$ cat src/rtl/cordic_pkg.sv
`default_nettype none
// ============================================================================
// cordic_pkg : FSM states, quadrant codes and gain/X0 helpers for cordic_sincos
// Revision   : 1.0
// ============================================================================
package cordic_pkg;

  typedef enum logic [1:0] {
    S_IDLE   = 2'd0,
    S_ROTATE = 2'd1,
    S_FINISH = 2'd2
  } state_t;

  localparam logic [1:0] Q_0 = 2'd0;
  localparam logic [1:0] Q_1 = 2'd1;
  localparam logic [1:0] Q_2 = 2'd2;
  localparam logic [1:0] Q_3 = 2'd3;

  function automatic longint unsigned isqrt64(input longint unsigned v);
    longint unsigned r;
    longint unsigned t;
    r = 64'd0;
    for (int k = 31; k >= 0; k--) begin
      t = r | (64'd1 << k);
      if (t * t <= v) r = t;
    end
    return r;
  endfunction

  // K^2 = prod(1 + 2^-2i), Q30 fixed point
  function automatic longint unsigned cordic_k2_q30(input int iter);
    longint unsigned p;
    p = 64'd1 << 30;
    for (int i = 0; i < iter; i++) p = p + (p >> (2 * i));
    return p;
  endfunction

  function automatic longint unsigned cordic_k_q30(input int iter);
    return isqrt64(cordic_k2_q30(iter) << 30);
  endfunction

  // round(127 * 2^(iw-8) / K)
  function automatic int cordic_x0(input int iw, input int iter);
    longint unsigned k;
    k = cordic_k_q30(iter);
    return int'(((64'd127 << (iw + 22)) + (k >> 1)) / k);
  endfunction

endpackage
`default_nettype wire

$ cat src/rtl/cordic_atan_rom.sv
`default_nettype none
// ============================================================================
// cordic_atan_rom : combinational atan(2^-i) lookup, in units of 2^IW per turn
// Revision        : 1.0
// ============================================================================
module cordic_atan_rom #(
  parameter int IW = 12
) (
  input  logic [3:0]    i_idx,
  output logic [IW-1:0] o_atan
);

  localparam logic [31:0] RND = 32'd1 << (31 - IW);

  // atan(2^-i) as a fraction of a full turn, scaled by 2^32
  logic [31:0] w_turn;

  always_comb begin
    w_turn = 32'd0;
    case (i_idx)
      4'd0:    w_turn = 32'h2000_0000;
      4'd1:    w_turn = 32'h12E4_051E;
      4'd2:    w_turn = 32'h09FB_385B;
      4'd3:    w_turn = 32'h0511_11D4;
      4'd4:    w_turn = 32'h028B_0D43;
      4'd5:    w_turn = 32'h0145_D7E1;
      4'd6:    w_turn = 32'h00A2_F61E;
      4'd7:    w_turn = 32'h0051_7C55;
      4'd8:    w_turn = 32'h0028_BE53;
      4'd9:    w_turn = 32'h0014_5F2F;
      4'd10:   w_turn = 32'h000A_2F98;
      4'd11:   w_turn = 32'h0005_17CC;
      default: w_turn = 32'd0;
    endcase
  end

  assign o_atan = IW'((w_turn + RND) >> (32 - IW));

endmodule
`default_nettype wire

$ cat src/rtl/cordic_sincos.sv
`default_nettype none
// ============================================================================
// cordic_sincos : iterative CORDIC phase -> signed 8-bit sin/cos generator
// Option macro  : CORDIC_SINCOS_DUTY_EN adds offset-binary sin_duty/cos_duty
// Revision      : 1.0
// ============================================================================
module cordic_sincos
  import cordic_pkg::*;
#(
  parameter int ITER = 8,
  parameter int IW   = 12
) (
  input  logic              clk,
  input  logic              rst,
  input  logic              in_valid,
  output logic              in_ready,
  input  logic [7:0]        phase,
  output logic              out_valid,
  output logic signed [7:0] sin,
  output logic signed [7:0] cos
`ifdef CORDIC_SINCOS_DUTY_EN
  ,
  output logic [8:0]        sin_duty,
  output logic [8:0]        cos_duty
`endif
);

  localparam int DW = IW + 2;
  localparam logic signed [DW-1:0] X0   = DW'(cordic_x0(IW, ITER));
  localparam logic signed [DW:0]   HALF = (DW+1)'(2 ** (IW - 9));
  localparam logic signed [DW:0]   SMAX = (DW+1)'(127);
  localparam logic signed [DW:0]   SMIN = (DW+1)'(-127);

  state_t               r_state;
  logic [1:0]           r_q;
  logic signed [DW-1:0] r_x;
  logic signed [DW-1:0] r_y;
  logic signed [IW-1:0] r_z;
  logic [3:0]           r_cnt;
  logic                 r_ready;
  logic                 r_valid;
  logic signed [7:0]    r_sin;
  logic signed [7:0]    r_cos;

  logic [IW-1:0]        w_atan;
  logic signed [IW-1:0] w_atan_s;
  logic signed [DW-1:0] w_xs;
  logic signed [DW-1:0] w_ys;
  logic signed [DW-1:0] w_sin_raw;
  logic signed [DW-1:0] w_cos_raw;
  logic signed [7:0]    w_sin;
  logic signed [7:0]    w_cos;

  cordic_atan_rom #(.IW(IW)) u_atan_rom (
    .i_idx  (r_cnt),
    .o_atan (w_atan)
  );

  assign w_atan_s = $signed(w_atan);
  assign w_xs     = r_x >>> r_cnt;
  assign w_ys     = r_y >>> r_cnt;

  // Unfold the first-quadrant rotation back to the requested quadrant
  always_comb begin
    w_sin_raw = r_y;
    w_cos_raw = r_x;
    case (r_q)
      Q_0: begin w_sin_raw = r_y;  w_cos_raw = r_x;  end
      Q_1: begin w_sin_raw = r_x;  w_cos_raw = -r_y; end
      Q_2: begin w_sin_raw = -r_y; w_cos_raw = -r_x; end
      Q_3: begin w_sin_raw = -r_x; w_cos_raw = r_y;  end
    endcase
  end

  function automatic logic signed [7:0] to_sample(input logic signed [DW-1:0] v);
    logic signed [DW:0] t;
    t = ((DW+1)'(v) + HALF) >>> (IW - 8);
    if (t > SMAX)      return 8'sd127;
    else if (t < SMIN) return -8'sd127;
    else               return t[7:0];
  endfunction

  assign w_sin = to_sample(w_sin_raw);
  assign w_cos = to_sample(w_cos_raw);

  always_ff @(posedge clk or posedge rst) begin
    if (rst) begin
      r_state <= S_IDLE;
      r_q     <= 2'd0;
      r_x     <= '0;
      r_y     <= '0;
      r_z     <= '0;
      r_cnt   <= 4'd0;
      r_ready <= 1'b1;
      r_valid <= 1'b0;
      r_sin   <= 8'sd0;
      r_cos   <= 8'sd0;
    end else begin
      r_valid <= 1'b0;
      case (r_state)
        S_IDLE: begin
          if (in_valid) begin
            r_q     <= phase[7:6];
            r_x     <= X0;
            r_y     <= '0;
            r_z     <= {2'b00, phase[5:0], {(IW-8){1'b0}}};
            r_cnt   <= 4'd0;
            r_ready <= 1'b0;
            r_state <= S_ROTATE;
          end
        end
        S_ROTATE: begin
          if (!r_z[IW-1]) begin
            r_x <= r_x - w_ys;
            r_y <= r_y + w_xs;
            r_z <= r_z - w_atan_s;
          end else begin
            r_x <= r_x + w_ys;
            r_y <= r_y - w_xs;
            r_z <= r_z + w_atan_s;
          end
          r_cnt <= r_cnt + 4'd1;
          if (r_cnt == 4'(ITER - 1)) r_state <= S_FINISH;
        end
        S_FINISH: begin
          r_sin   <= w_sin;
          r_cos   <= w_cos;
          r_valid <= 1'b1;
          r_ready <= 1'b1;
          r_state <= S_IDLE;
        end
        default: begin
          r_ready <= 1'b1;
          r_state <= S_IDLE;
        end
      endcase
    end
  end

  assign in_ready  = r_ready;
  assign out_valid = r_valid;
  assign sin       = r_sin;
  assign cos       = r_cos;

`ifdef CORDIC_SINCOS_DUTY_EN
  logic [8:0] r_sin_duty;
  logic [8:0] r_cos_duty;

  always_ff @(posedge clk or posedge rst) begin
    if (rst) begin
      r_sin_duty <= 9'd128;
      r_cos_duty <= 9'd128;
    end else if (r_state == S_FINISH) begin
      r_sin_duty <= {w_sin[7], w_sin} + 9'd128;
      r_cos_duty <= {w_cos[7], w_cos} + 9'd128;
    end
  end

  assign sin_duty = r_sin_duty;
  assign cos_duty = r_cos_duty;
`endif

endmodule
`default_nettype wire

$ cat config.mk
export PLATFORM = sky130hd
export DESIGN_NAME = cordic_sincos
export DESIGN_NICKNAME = d
export VERILOG_FILES = /design/src/rtl/cordic_pkg.sv /design/src/rtl/cordic_atan_rom.sv /design/src/rtl/cordic_sincos.sv
export SDC_FILE = /design/constraint.sdc
export NUM_CORES = 1
export LEC_CHECK = 0
export CAP_MARGIN = 10
export CORE_UTILIZATION = 38
export DETAILED_ROUTE_END_ITERATION = 10
export GPL_ROUTABILITY_DRIVEN = 0
export PLACE_DENSITY_LB_ADDON = 0.1
export SYNTH_ARGS = -nofsm -noshare
export SYNTH_HDL_FRONTEND = slang
export SYNTH_HIERARCHICAL = 1
export SYNTH_SLANG_ARGS = --single-unit
$ cat constraint.sdc
create_clock -name clk -period 14.1 [get_ports clk]
set_clock_uncertainty 0.15 [all_clocks]
set_input_delay 2.82 -clock clk [delete_from_list [all_inputs] [get_ports clk]]
set_output_delay 2.82 -clock clk [all_outputs]
set_load 0.01 [all_outputs]
==> impl_metrics.py <==
metrics = {
    "worst_setup_path": {
        "crit_required_ns": 14.16,
        "worst_ep_arrival_time_ns": 5.35,
        "cp-start-kind": "flip-flop",
        "startpoint": "r_cnt[0]",
        "endpoint_kind": "flip-flop",
        "critPathSlowestCell": "dfrtp_2",
        "crit_type": "flip-flop to flip-flop",
        "path_cells": "inv_1 -> ha_1 -> mux2i_1 -> o22ai_2 -> ha_1 -> xnor2_1 -> inv_1 -> ha_1 -> mux2_2 -> ha_1 -> a21o_1 -> a21o_1 -> nand2_1 -> nand2_1 -> a21o_1 -> a21oi_1 -> o21ai_0 -> o41ai_1 -> xnor2_1 -> o21ai_0",
        "cp_max_fo": 40,
        "max_stage_delay_ns": 1.01,
        "crit_top_cell": "ha_1",
        "r2r_start": "r_cnt[0]",
    },
    "timing": {
        "setup_violations": 0,
        "fin_setup_tns_ns": 0,
        "worstMarginPinSlew_ns": 1.17,
        "period_share_pct": 37.5,
        "slew_violations": 0,
        "rsz0062_at_grt": "false",
        "relSlewSlack_pct": 21.7,
        "finalHoldViolCount": 0,
        "max_freq_ghz": 0.189,
        "min_period_ns": 5.28,
    },
    "route": {
        "wl_met1_microns": 11900,
        "via_per_inst": 6.09,
        "wl_per_cell_microns": 19.6,
        "wl_met3_microns": 1500,
        "highest_layer": "met4",
        "via_count": 8177,
        "ant_nets": 0,
        "wl_met2_microns": 12200,
        "dr.pass1.iters": 7,
        "drt_wl_total_microns": 26300,
        "drt_iter0_drc": 597,
        "drcViolationCount": 0,
    },
    "clocking": {
        "post_cts_resize_count": 0,
        "clock_sinks": 66,
        "clockBufferDepth": 2,
        "ctsHtreeMaxLevel": 3,
        "tritoncts": "yes",
        "cts.root.buffer_cell": "clkbuf_16",
        "insertion_delay_ns": 0.35,
        "cts_hold_buf": 0,
        "clkTransAtPathRegs_ns": 0.06,
        "cts_setup_buffers": 0,
        "cts_buffers": 9,
    },
    "global_route": {
        "grt_remaining_overflow": 0,
        "grt_first_pass_wirelength_microns": 42800,
        "grt_max_degree": 67,
        "antenna_found_initial": 0,
        "grt_usage_pct": 22.8,
        "grt_pass1_vias": 7715,
    },
    "finish": {
        "multiInputGateArea_sq_um": 6530,
        "fill_cells": 2332,
        "insertedDiodeCount": 0,
        "layout_commonest_cell": "nand2_1",
        "layout.nets": 1114,
        "final_cell_mix": "nand2_1, nor2_1, o21ai_0",
        "syn_to_final_growth_pct": 7.06,
        "drive_gt1_share_pct": 11.3,
        "final-seq-area_sq_um": 1660,
    },
    "floorplanning": {
        "die_h_microns": 154,
        "fp-row-count": 55,
        "core_area_sq_um": 22600,
        "ios": 29,
        "start_util_pct": 38.6,
        "die_area_sq_um": 23600,
        "die_w_microns": 154,
    },
    "yosys": {
        "yosysWarnings": 6,
        "avgSynthCellArea_sq_um": 8.08,
        "synthArstFlopShare_pct": 100,
        "seq_area_frac_synth_pct": 18.9,
        "synth-seq-cells": 66,
        "netlist_area_sq_um": 8750,
        "synth_edf_count": 0,
        "synth_cells": 1083,
        "synthFlopType": "dfrtp_1",
        "yosysUniqueCellTypes": 107,
        "syn_nets": 1145,
    },
    "placed_design": {
        "io_buffers": 28,
        "dp_hpwl_microns": 18500,
    },
    "worst_hold_path": {
        "hold_class": "flip-flop to flip-flop",
        "holdCritStartpoint": "sin[7]",
    },
    "flow_run": {
        "drv_cap": 0,
    },
    "outcome": {
        "status": "finished, final reports clean",
    },
}
[metal layers]
metal / GRT usage (%) / vias up
li1: - / 3960
met4: 6.95 / 0
met3: 3.24 / 40
met2: 37.7 / 269
met1: 30.7 / 3908
met5: 0 / -
[critical path, delay by kind of cell, from the launching register on]
kind	cells	cell delay (ns)
DFF	1	1.01
buffers and inverters	2	0.24
xor gates and xnor gates	2	0.48
muxes	2	0.47
adders and majority gates	4	1.19
AOI/OAI and AO/OA	8	1.48
and+or+nand+nor	2	0.11
[area by class of cell]
class / count / share of cell area [%]
multi-input combinational: 887 / 69.7
timing repair buffer: 41 / 4.03
clock buffer: 9 / 2.40
inverter: 47 / 1.88
tap: 285 / 3.81
sequential: 66 / 17.7
clock inverter: 7 / 0.494
[worst paths after layout]
path | end | slack (ns) | depth (start not counted)
min reg2reg | sin[7] | 0.35 | 1
min | sin[7] | 0.35 | 1
max reg2reg | r_z[11] | 8.82 | 20
max in group asynchronous | r_cnt[0] | 10.19 | 3
max | r_z[11] | 8.82 | 20
min in group asynchronous | cos[0] | 2.89 | 3
[cells in the mapped netlist, types with 4 or more instances]
master	count	area, sq um
nand4_1	11	68.8
ha_1	48	601
dfrtp_1	65	1630
o211ai_1	11	82.6
a31oi_1	21	131
clkbuf_1	50	188
a211oi_1	8	60.1
a31o_2	4	35.0
inv_1	44	165
or3_1	13	81.3
nor2b_1	10	62.6
nor4_1	8	50.1
o21a_1	6	45.0
mux2i_1	27	270
o31ai_1	6	45.0
nand2_1	93	349
a22oi_1	13	97.6
o21bai_1	6	45.0
nand2b_1	10	62.6
o21ai_1	4	20.0
nor2_1	82	308
buf_6	5	56.3
buf_1	8	30.0
and2_1	12	75.1
nor3_1	27	135
a21o_1	16	120
a22o_1	6	52.6
o32a_1	4	40.0
xnor2_1	52	455
buf_2	15	75.1
o22ai_1	11	68.8
mux2_2	10	113
or2_2	5	31.3
mux4_2	24	541
or4_1	6	45.0
buf_4	4	30.0
xor2_1	37	324
a21oi_1	60	300
and3_1	9	56.3
o41ai_1	7	61.3
o21ai_0	76	380
a2bb2oi_1	4	35.0
nor3b_1	7	52.6
nand3_1	43	215
[state kept, by name (all words and copies together) (netlist names)]
signal / count
r_x: 14
r_y: 14
r_z: 12
cos: 8
sin: 8
r_cnt: 4
r_q: 2
r_state: 2
in_ready: 1
out_valid: 1
[cells by family after synthesis]
logic type	Yosys count	synth area share (%)
fa+ha+maj	51	7.55
other cells	1	0.0429
xor+xnor	90	9.22
flops	66	18.9
mux	62	10.7
buf+inv	130	6.58
simple gates	371	22.7
compound gates	312	24.3
[per-stage QoR]
step           cell area, sq um  std cells  hold slack, ns  utilization, %  worst slack (ns)
2_1_floorplan              8750       1083           0.326               -              9.40
3_3_place_gp               9100       1326           0.344            40.2              8.86
3_5_place_dp               9100       1326           0.347            40.2              8.81
4_1_cts                    9370       1342           0.358            41.4              8.79
5_1_grt                    9370       1342           0.377            41.4              8.36
6_report                   9370       1342           0.352            41.4              8.82
Power is not shown: default switching activity piles up to over one toggle a cycle in this logic, so the estimate is an artifact.
